File: src/rtl/memory_arbiter.sv
// memory_arbiter
//   Arbitrates instruction fetches and data accesses onto a single-ported RAM.
//   Data requests beat fetch requests in IDLE; an access in progress is never
//   preempted. One IDLE cycle always separates consecutive accesses.
//
// Parameters
//   WDOG_CYCLES  cycles in an access state without ACCESS before err sets (0 = off)
//   WDOG_W       watchdog counter width, 2**WDOG_W > WDOG_CYCLES
//
// Ports
//   CLK, nRST            clock (rising edge), async active-low reset
//   iREN, iaddr          fetch request / word address
//   dREN, dWEN           data read / write request (write wins if both)
//   daddr, dstore        data address / write value
//   ramstate, ramload    RAM status (FREE=0 BUSY=1 ACCESS=2 ERROR=3) / read data
//   ihit, iload          fetch complete / instruction word
//   dhit, dload          data access complete / read word (0 on writes)
//   ramREN, ramWEN       RAM enables
//   ramaddr, ramstore    RAM address / write data
//   err                  sticky: watchdog expiry, RAM ERROR, or dREN&dWEN
//   istall_cnt,
//   dstall_cnt           stall counters, present only with ARB_STATS_EN defined
//
// Optional feature macro: ARB_STATS_EN
module memory_arbiter #(
  parameter int WDOG_CYCLES = 64,
  parameter int WDOG_W      = 7
) (
  input  logic        CLK,
  input  logic        nRST,
  input  logic        iREN,
  input  logic        dREN,
  input  logic        dWEN,
  input  logic [31:0] iaddr,
  input  logic [31:0] daddr,
  input  logic [31:0] dstore,
  input  logic [1:0]  ramstate,
  input  logic [31:0] ramload,
  output logic        ihit,
  output logic        dhit,
  output logic [31:0] iload,
  output logic [31:0] dload,
  output logic        ramREN,
  output logic        ramWEN,
  output logic [31:0] ramaddr,
  output logic [31:0] ramstore,
  output logic        err
`ifdef ARB_STATS_EN
  ,
  output logic [31:0] istall_cnt,
  output logic [31:0] dstall_cnt
`endif
);

  localparam logic [1:0] RAM_ACCESS = 2'd2;
  localparam logic [1:0] RAM_ERROR  = 2'd3;

  typedef enum logic [1:0] {IDLE, IACC, DACC} state_t;

  state_t state, state_nxt;
  logic   in_acc;
  logic   wdog_trip;

  assign in_acc = (state != IDLE);

  always_ff @(posedge CLK or negedge nRST) begin
    if (!nRST) state <= IDLE;
    else       state <= state_nxt;
  end

  always_comb begin
    state_nxt = state;
    ihit      = 1'b0;
    dhit      = 1'b0;
    iload     = '0;
    dload     = '0;
    ramREN    = 1'b0;
    ramWEN    = 1'b0;
    ramaddr   = '0;
    ramstore  = '0;
    unique case (state)
      IDLE: begin
        if (dREN || dWEN) state_nxt = DACC;
        else if (iREN)    state_nxt = IACC;
      end
      IACC: begin
        ramREN  = 1'b1;
        ramaddr = iaddr;
        if (ramstate == RAM_ACCESS) begin
          ihit      = 1'b1;
          iload     = ramload;
          state_nxt = IDLE;
        end else if (!iREN) begin
          state_nxt = IDLE;  // fetch abandoned by the request unit
        end
      end
      DACC: begin
        ramaddr  = daddr;
        ramstore = dstore;
        ramWEN   = dWEN;
        ramREN   = dREN && !dWEN;
        if (ramstate == RAM_ACCESS) begin
          dhit      = 1'b1;
          dload     = (dREN && !dWEN) ? ramload : '0;
          state_nxt = IDLE;
        end else if (!dREN && !dWEN) begin
          state_nxt = IDLE;
        end
      end
      default: state_nxt = IDLE;
    endcase
  end

  // Watchdog counts non-ACCESS cycles spent in an access state; it is held at
  // zero in IDLE so every new access starts from a clean count.
  generate
    if (WDOG_CYCLES > 0) begin : g_wdog
      localparam logic [WDOG_W-1:0] WMAX = WDOG_W'(WDOG_CYCLES);
      logic [WDOG_W-1:0] wdog;
      always_ff @(posedge CLK or negedge nRST) begin
        if (!nRST)                                  wdog <= '0;
        else if (!in_acc)                           wdog <= '0;
        else if (ramstate != RAM_ACCESS && wdog != WMAX) wdog <= wdog + 1'b1;
      end
      // fires on the edge where the count reaches WMAX
      assign wdog_trip = in_acc && (ramstate != RAM_ACCESS) && (wdog == WMAX - 1'b1);
    end else begin : g_nowdog
      assign wdog_trip = 1'b0;
    end
  endgenerate

  always_ff @(posedge CLK or negedge nRST) begin
    if (!nRST) err <= 1'b0;
    else if (wdog_trip || (in_acc && ramstate == RAM_ERROR) || (dREN && dWEN))
      err <= 1'b1;
  end

`ifdef ARB_STATS_EN
  always_ff @(posedge CLK or negedge nRST) begin
    if (!nRST) begin
      istall_cnt <= '0;
      dstall_cnt <= '0;
    end else begin
      if (iREN && !ihit)           istall_cnt <= istall_cnt + 32'd1;
      if ((dREN || dWEN) && !dhit) dstall_cnt <= dstall_cnt + 32'd1;
    end
  end
`endif

endmodule

File: config.mk
export PLATFORM = sky130hd
export DESIGN_NAME = memory_arbiter
export DESIGN_NICKNAME = d
export VERILOG_FILES = /design/src/rtl/memory_arbiter.sv
export SDC_FILE = /design/constraint.sdc
export NUM_CORES = 1
export LEC_CHECK = 0
export ABC_AREA = 1
export BUFFER_PORTS_ARGS = -buffer_cell sky130_fd_sc_hd__buf_4
export CAP_MARGIN = 20
export CORE_AREA = 2 2 105 107
export DETAILED_ROUTE_END_ITERATION = 8
export DIE_AREA = 0 0 107 109
export HOLD_SLACK_MARGIN = 0.1
export SYNTH_ARGS = -nofsm -noshare
export SYNTH_HDL_FRONTEND = slang
export SYNTH_SLANG_ARGS = --single-unit
File: constraint.sdc
create_clock -name CLK -period 1.4 [get_ports CLK]
set_input_delay 0.07 -clock CLK [delete_from_list [all_inputs] [get_ports CLK]]
set_output_delay 0.07 -clock CLK [all_outputs]
set_load 0.05 [all_outputs]
==> results.md, run 1 <==
* EDFF count, synth at 0
* Max_slew headroom at 72.5%
* Bufs on Longest Clock Path at 2
* Critical Path Sink Type: primary output
* # IOs at 268
* Post-DP HPWL at 9030 um
* Synthesis-to-finish area growth at 266%
* Post-Route Skew at 0.00133 ns
* Initial antenna violation count at 0
* Dominant cells by area after synthesis: nand2_1 24%, nor3_2 15%, dfrtp_1 13%, a21oi_1 8.6%, inv_1 8.5%
* Routed len/inst at 16.5 um
* Tmin final at 1.81 ns
* Crit Path Category: reg -> out
* Global-route track usage on met3 at 2.45%
* Hold Path Class: in -> reg
* Warnings from Yosys at 0
* Routed vias/inst at 4.52
* Global routing's busiest layer: met2
* CTS H-Tree Depth at 1
* Max FO, Critical Path at 8
* Die area at 11700 um2
* ANT cells at 0
* Complex-gate fraction of the synthesized area at 10.9%
* Rows at 38
* Slew Viols, Final at 0
* Largest net degree at the start of global routing at 34
* Data arrival, critical path at 1.74 ns
* Synth top area share at 23.6%
* CORE AREA at 10600 um2
* Failing checks: negative setup slack
* Port bufs at 267
* Fin crit share at 129%
* Syn nets at 518
* Clock root cell: clkbuf_8
* Residual DRC at 0
* Vias at 3783
* Critical Path RT at 1.33 ns
* Status: finished, violations left
* Pwr dens at 1710 nW/um2
* Max VDD drop at 1.48 mV
* GRT met1 Usage at 23.7%
* Fmax at 552 MHz
* Area of placed instances at 5310 um2
* Clock latency at the later pin of the worst-skew pair at 0.23 ns
* Top-count cell post-synth: nand2_1
* CTS tree: done
* Ys flop type: dfrtp_1
* Final hold violation count at 0
* Total CTS buffers at 3
* Seq cells post-synth at 10
* Register area share after synthesis at 12.6%
* Ys async rst share at 100%
* Largest family of logic cells by synthesized area: simple AND/OR/NAND/NOR gates
* GR Overflow Total at 0
* First-pass DRT Iterations at 4
* Die span in y at 109 um
* Global-route wire length before repair at 20100 um
* Worst setup margin at -0.412 ns
* Post-synthesis xor/xnor area fraction at 0%
* Starting Density at 18.8%
* Post-synthesis adder-cell area fraction at 3.14%
* Final hold slack at 0.0869 ns
* Mean Syn Cell Area at 5.26 um2
* Power Total at 12.5 mW
* Setup violations, final at 134
* GPL Wtd Cong at 0.857
* Setup TNS Final at -41.99 ns
* Synth Area in Simple Gates at 50.9%
* Leakage power at 3.65 nW
* # fillers at 759
* Worst Setup Start Kind: flip-flop
* Die Wd at 107 um
* Nets@finish at 839
* 1st-iter DRT viols at 117
* Area leader, netlist: nand2_1
* Post-Route WL at 13800 um
* Clock-pin slew on the worst setup and hold paths at 0.04 ns
* Share of layout cells above drive strength 1 at 81.9%
* Worst-Margin Slew at 0.413 ns
* Max-cap violations at 0
* Distinct cells, synth at 21
* Post-synth top cells: 125 x nand2_1, 45 x inv_1, 42 x nor2_1, 37 x inv_2, 34 x a21oi_1
* Mapped Cells at 378
* Final instance area at 7290 um2
* Total track usage at 21.7%
* CTS sink cnt at 10
* M2 GR Usage at 44.1%
* Fraction of synthesized area in multiplexers at 0%
* Antenna viol nets, final at 0
* Mapped Area at 1990 um2
* RSZ-0062 raised after global routing: true
* Vias in the first global route at 3910
registers in the layout (all words and copies together) (netlist names):
register	flops
state	2
g_wdog.wdog	7
err	1
logic make-up (layout without fill, tap and decap cells):
kind of cell / after synthesis / after routing
compound gates: 42 / 42
fa+ha+maj: 5 / 5
buf+inv: 108 / 427
flops: 10 / 10
simple gates: 213 / 213
layout make-up:
type	count	area, um2	area share, %
clock buffers	3	41.3	0.566
flip-flops and latches	10	251	3.45
multi-input cells	260	2630	36.1
repair buffers	341	3840	52.7
well taps	140	175	2.40
inverters	83	344	4.72
timing repair:
action	in CTS	in global routing
pin swaps	19	11
hold endpoints to repair	11	0
setup buffers	16	6
endpoints found under the setup margin	134	141
gates resized for setup	324	84
hold buffers	2	0
gates cloned	11	1
metrics by stage:
step	utilization [%]	setup WS [ns]	cells
floorplan	-	-0.335	378
global placement	50.0	-0.204	803
detailed placement	50.0	-0.227	803
CTS	65.6	-0.413	834
global route	68.8	-0.455	837
finish	68.8	-0.412	837
critical path: stages, from the launching register on:
cell     delay (ns)
dfrtp_1        0.38
inv_2          0.08
ha_4           0.14
nand2_2        0.05
or2_4          0.32
buf_16         0.19
nor3_4         0.15
buf_6          0.19
layer usage:
layer | vias to the layer above | part of all wire, % | wire length [um]
li1 | 1781 | - | -
met1 | 1813 | 35 | 4780
met2 | 155 | 57 | 7790
met3 | 34 | 5.5 | 761
met4 | 0 | 3.3 | 454
met5 | - | 0 | 0
placed cells by master (no fill, tap or decap), types with 2 or more instances in the layout:
master / n
dlygate4sd3_1: 2
nor2_4: 35
o21ai_1: 5
nor3_4: 32
buf_6: 96
buf_4: 153
nand2_4: 49
buf_16: 10
nand2_1: 45
buf_8: 60
ha_4: 3
nand4_1: 5
dfrtp_1: 9
inv_1: 42
nand3_1: 6
nand2_2: 31
clkbuf_8: 3
inv_4: 4
inv_2: 34
a21oi_1: 2
nor2_1: 7
buf_12: 18
a21oi_4: 33
power by group:
| group | leakage, nW | switching [mW] | internal [mW] |
|---|---|---|---|
| Clock | 0.0216 | 0.104 | 0.188 |
| Sequential | 0.129 | 0.0584 | 0.351 |
| Combinational | 3.50 | 6.46 | 5.31 |
worst paths after layout:
kind	start	end	slack, ns	cells past startpoint
worst max register to register	state[1]$_DFFE_PN0P_	state[0]$_DFFE_PN0P_	-0.12	10
worst min-delay path	ramstate[1]	err$_DFFE_PN0P_	0.09	3
min in group asynchronous	nRST	err$_DFFE_PN0P_	0.20	2
worst min register to register	g_wdog.wdog[1]$_DFFE_PN0P_	g_wdog.wdog[1]$_DFFE_PN0P_	0.56	2
max in group asynchronous	nRST	state[1]$_DFFE_PN0P_	1.04	2
worst max-delay path	state[0]$_DFFE_PN0P_	dload[6]	-0.41	7
No activity file was read; power rests on OpenSTA's default activity.
==> run 2, diff against run 1 <==
--- a/config.mk
+++ b/config.mk
@@ -11,6 +11,7 @@
 export CORE_AREA = 2 2 105 107
 export DETAILED_ROUTE_END_ITERATION = 8
 export DIE_AREA = 0 0 107 109
+export GPL_TIMING_DRIVEN = 0
 export HOLD_SLACK_MARGIN = 0.1
 export SYNTH_ARGS = -nofsm -noshare
 export SYNTH_HDL_FRONTEND = slang
==> run 2 against run 1 <==
- the flow still finishes with violations (negative setup slack)
- critical path depth rose by 1
- total power fell by 7.8%
- flip-flop and latch count did not move
- sequential share of layout area rose by 0.17 points
- design area fell by 5.0%
- worst hold slack improved by 0.033 ns
- clock skew rose by 0.0028 ns
- worst setup slack got worse by 0.11 ns
- combinational power fell by 9%
- maximum frequency fell by 6.0%
- critical path type unchanged
==> results.md, run 2 (same netlist as run 1, synthesis figures left out) <==
* Post-Route Skew at 0.00412 ns (was 0.00133 ns)
* Worst Setup Start Kind: flip-flop (unchanged)
* CTS H-Tree Depth at 1 (unchanged)
* Worst setup margin at -0.527 ns (was -0.412 ns)
* Tmin final at 1.93 ns (was 1.81 ns)
* Residual DRC at 0 (unchanged)
* Critical Path Sink Type: primary output (unchanged)
* First-pass DRT Iterations at 4 (unchanged)
* Buf/Inv on CP at 4 (was 3)
* Register area at 250 um2 (was 251 um2)
* # IOs at 268 (unchanged)
* Total track usage at 21.1% (was 21.7%)
* Leakage power at 3.46 nW (was 3.65 nW)
* ANT cells at 0 (unchanged)
* Die Wd at 107 um (unchanged)
* Final instance area at 6920 um2 (was 7290 um2)
* CP delay by family, top: buffers and inverters (was simple AND/OR/NAND/NOR gates)
* Flop2flop setup slack at -0.14 ns (was -0.12 ns)
* Setup violations, final at 132 (was 134)
* Critical Path RT at 1.33 ns (about the same)
* Data arrival, critical path at 1.86 ns (was 1.74 ns)
* Clock latency at the later pin of the worst-skew pair at 0.25 ns (was 0.23 ns)
* Pwr dens at 1660 nW/um2 (was 1710 nW/um2)
* R2R Path Start: state[0]$_DFFE_PN0P_ (was state[1]$_DFFE_PN0P_)
* Worst-Margin Slew at 0.531 ns (was 0.413 ns)
* Failing checks: negative setup slack (unchanged)
* Synthesis-to-finish area growth at 248% (was 266%)
* Starting Density at 18.8% (unchanged)
* DP Cell Count at 785 (was 803)
* Bufs on Longest Clock Path at 2 (unchanged)
* CORE AREA at 10600 um2 (unchanged)
* Top Registers: g_wdog.wdog: 7 flops, state: 2 flops, err: 1 flops (unchanged)
* Port bufs at 267 (unchanged)
* Nets@finish at 833 (was 839)
* Slew Viols, Final at 0 (unchanged)
* Max FFs per register at 7 (unchanged)
* Post-Route WL at 13500 um (was 13800 um)
* Fmax at 519 MHz (was 552 MHz)
* Vias in the first global route at 3733 (was 3910)
* Max VDD drop at 1.49 mV (was 1.48 mV)
* Clock-pin slew on the worst setup and hold paths at 0.05 ns (was 0.04 ns)
* CP cell instances: inv_2 > ha_4 > nand2_2 > or2_1 > buf_6 > buf_12 > nor3_4 > buf_6 (was inv_2 > ha_4 > nand2_2 > or2_4 > buf_16 > nor3_4 > buf_6)
* Critical path's largest stage delay at 0.39 ns (was 0.38 ns)
* Setup TNS Final at -56.45 ns (was -41.99 ns)
* Global-route wire length before repair at 19600 um (was 20100 um)
* Most frequent cells in the layout: 152 x buf_4, 98 x buf_6, 74 x nand2_1, 55 x buf_8 (was 153 x buf_4, 96 x buf_6, 60 x buf_8, 49 x nand2_4, 45 x nand2_1)
* RSZ-0062 raised after global routing: true (unchanged)
* Die area at 11700 um2 (unchanged)
* Hold Path Class: in -> reg (unchanged)
* CTS sink cnt at 10 (unchanged)
* Final cell count without fillers at 832 (was 837)
* HP Start: iREN (was ramstate[1])
* Multi-input logic area at 2520 um2 (was 2630 um2)
* CTS tree: done (unchanged)
* Fin crit share at 138% (was 129%)
* Top cell by count, worst path: buf_6
* Clock root cell: clkbuf_8 (unchanged)
* Max-cap violations at 0 (unchanged)
* Routed len/inst at 16.3 um (was 16.5 um)
* GPL Wtd Cong at 0.822 (was 0.857)
* Post-DP HPWL at 9370 um (was 9030 um)
* Status: finished, violations left (unchanged)
* Largest register by flop count: g_wdog.wdog (unchanged)
* Area of placed instances at 5080 um2 (was 5310 um2)
* Max_slew headroom at 64.6% (was 72.5%)
* Finished Core Util at 65.3% (was 68.8%)
* Antenna viol nets, final at 0 (unchanged)
* Crit Path Category: reg -> out (unchanged)
* Max FO, Critical Path at 10 (was 8)
* Largest net degree at the start of global routing at 11 (was 34)
* Power Total at 11.5 mW (was 12.5 mW)
* Most common cell after layout, fill and taps aside: buf_4 (unchanged)
* Die span in y at 109 um (unchanged)
* Rows at 38 (unchanged)
* Share of layout cells above drive strength 1 at 77.3% (was 81.9%)
* # fillers at 820 (was 759)
* Total CTS buffers at 3 (unchanged)
* Vias at 3720 (was 3783)
* GR Overflow Total at 0 (unchanged)
* Final hold violation count at 0 (unchanged)
* 1st-iter DRT viols at 158 (was 117)
* Critical Path Start: state[0]$_DFFE_PN0P_ (unchanged)
* Crit-path slowest cell: dfrtp_1 (unchanged)
* Routed vias/inst at 4.47 (was 4.52)
* Initial antenna violation count at 0 (unchanged)
run 2: worst register-to-register path: stages, from the launching register on:
cell and delay (ns):
dfrtp_1 0.39, buf_4 0.16, ha_4 0.18, buf_4 0.13
buf_4 0.12, nand2_1 0.06, nand3_1 0.11, nand2_2 0.10
o21ai_2 0.07, nand2_1 0.05, o21ai_1 0.05
run 2: per-stage QoR:
| step | hold slack, ns | setup WS [ns] |
|---|---|---|
| after floorplan | -0.226 | -0.335 |
| after global placement | -0.0903 | -0.425 |
| after detailed placement | -0.0914 | -0.470 |
| after CTS | 0.124 | -0.521 |
| after global routing | 0.154 | -0.581 |
| final | 0.120 | -0.527 |
run 2: worst paths after layout:
check / endpoint / cells past startpoint
max in group asynchronous: g_wdog.wdog[4]$_DFFE_PN0P_ / 2
min in group asynchronous: err$_DFFE_PN0P_ / 2
worst min register to register: g_wdog.wdog[4]$_DFFE_PN0P_ / 2
worst min-delay path: state[1]$_DFFE_PN0P_ / 4
worst max-delay path: dload[3] / 8
worst max register to register: state[0]$_DFFE_PN0P_ / 10
run 2: what timing repair did:
item | CTS | global route
endpoints found under the hold margin | 11 | 0
gates resized for setup | 287 | 90
buffers inserted | 27 | 13
pin swaps | 9 | 25
gates cloned | 10 | 1
hold buffers | 4 | 0
endpoints found under the setup margin | 135 | 141
run 2: area by class of cell:
cell class,instances,area share (%)
multi-input combinational,260,36.4
clock buffer,4,0.795
sequential,10,3.62
buffer,20,3.92
timing repair buffer,315,48.0
tap,140,2.53
inverter,83,4.81
run 2: power breakdown:
part	leakage (nW)	internal [mW]	switching, mW
clock network	0.0288	0.249	0.131
registers	0.130	0.347	0.0553
logic	3.30	4.49	6.22
total	3.46	5.09	6.40
run 2: metal layers:
layer | part of all wire [%] | track usage (%) | wire [um] | up-vias
li1 | - | - | - | 1772
met1 | 36 | 23.8 | 4920 | 1772
met2 | 54 | 40.9 | 7370 | 139
met3 | 5.7 | 2.99 | 773 | 37
met4 | 3.5 | 6.22 | 473 | 0
met5 | 0 | 0 | 0 | -
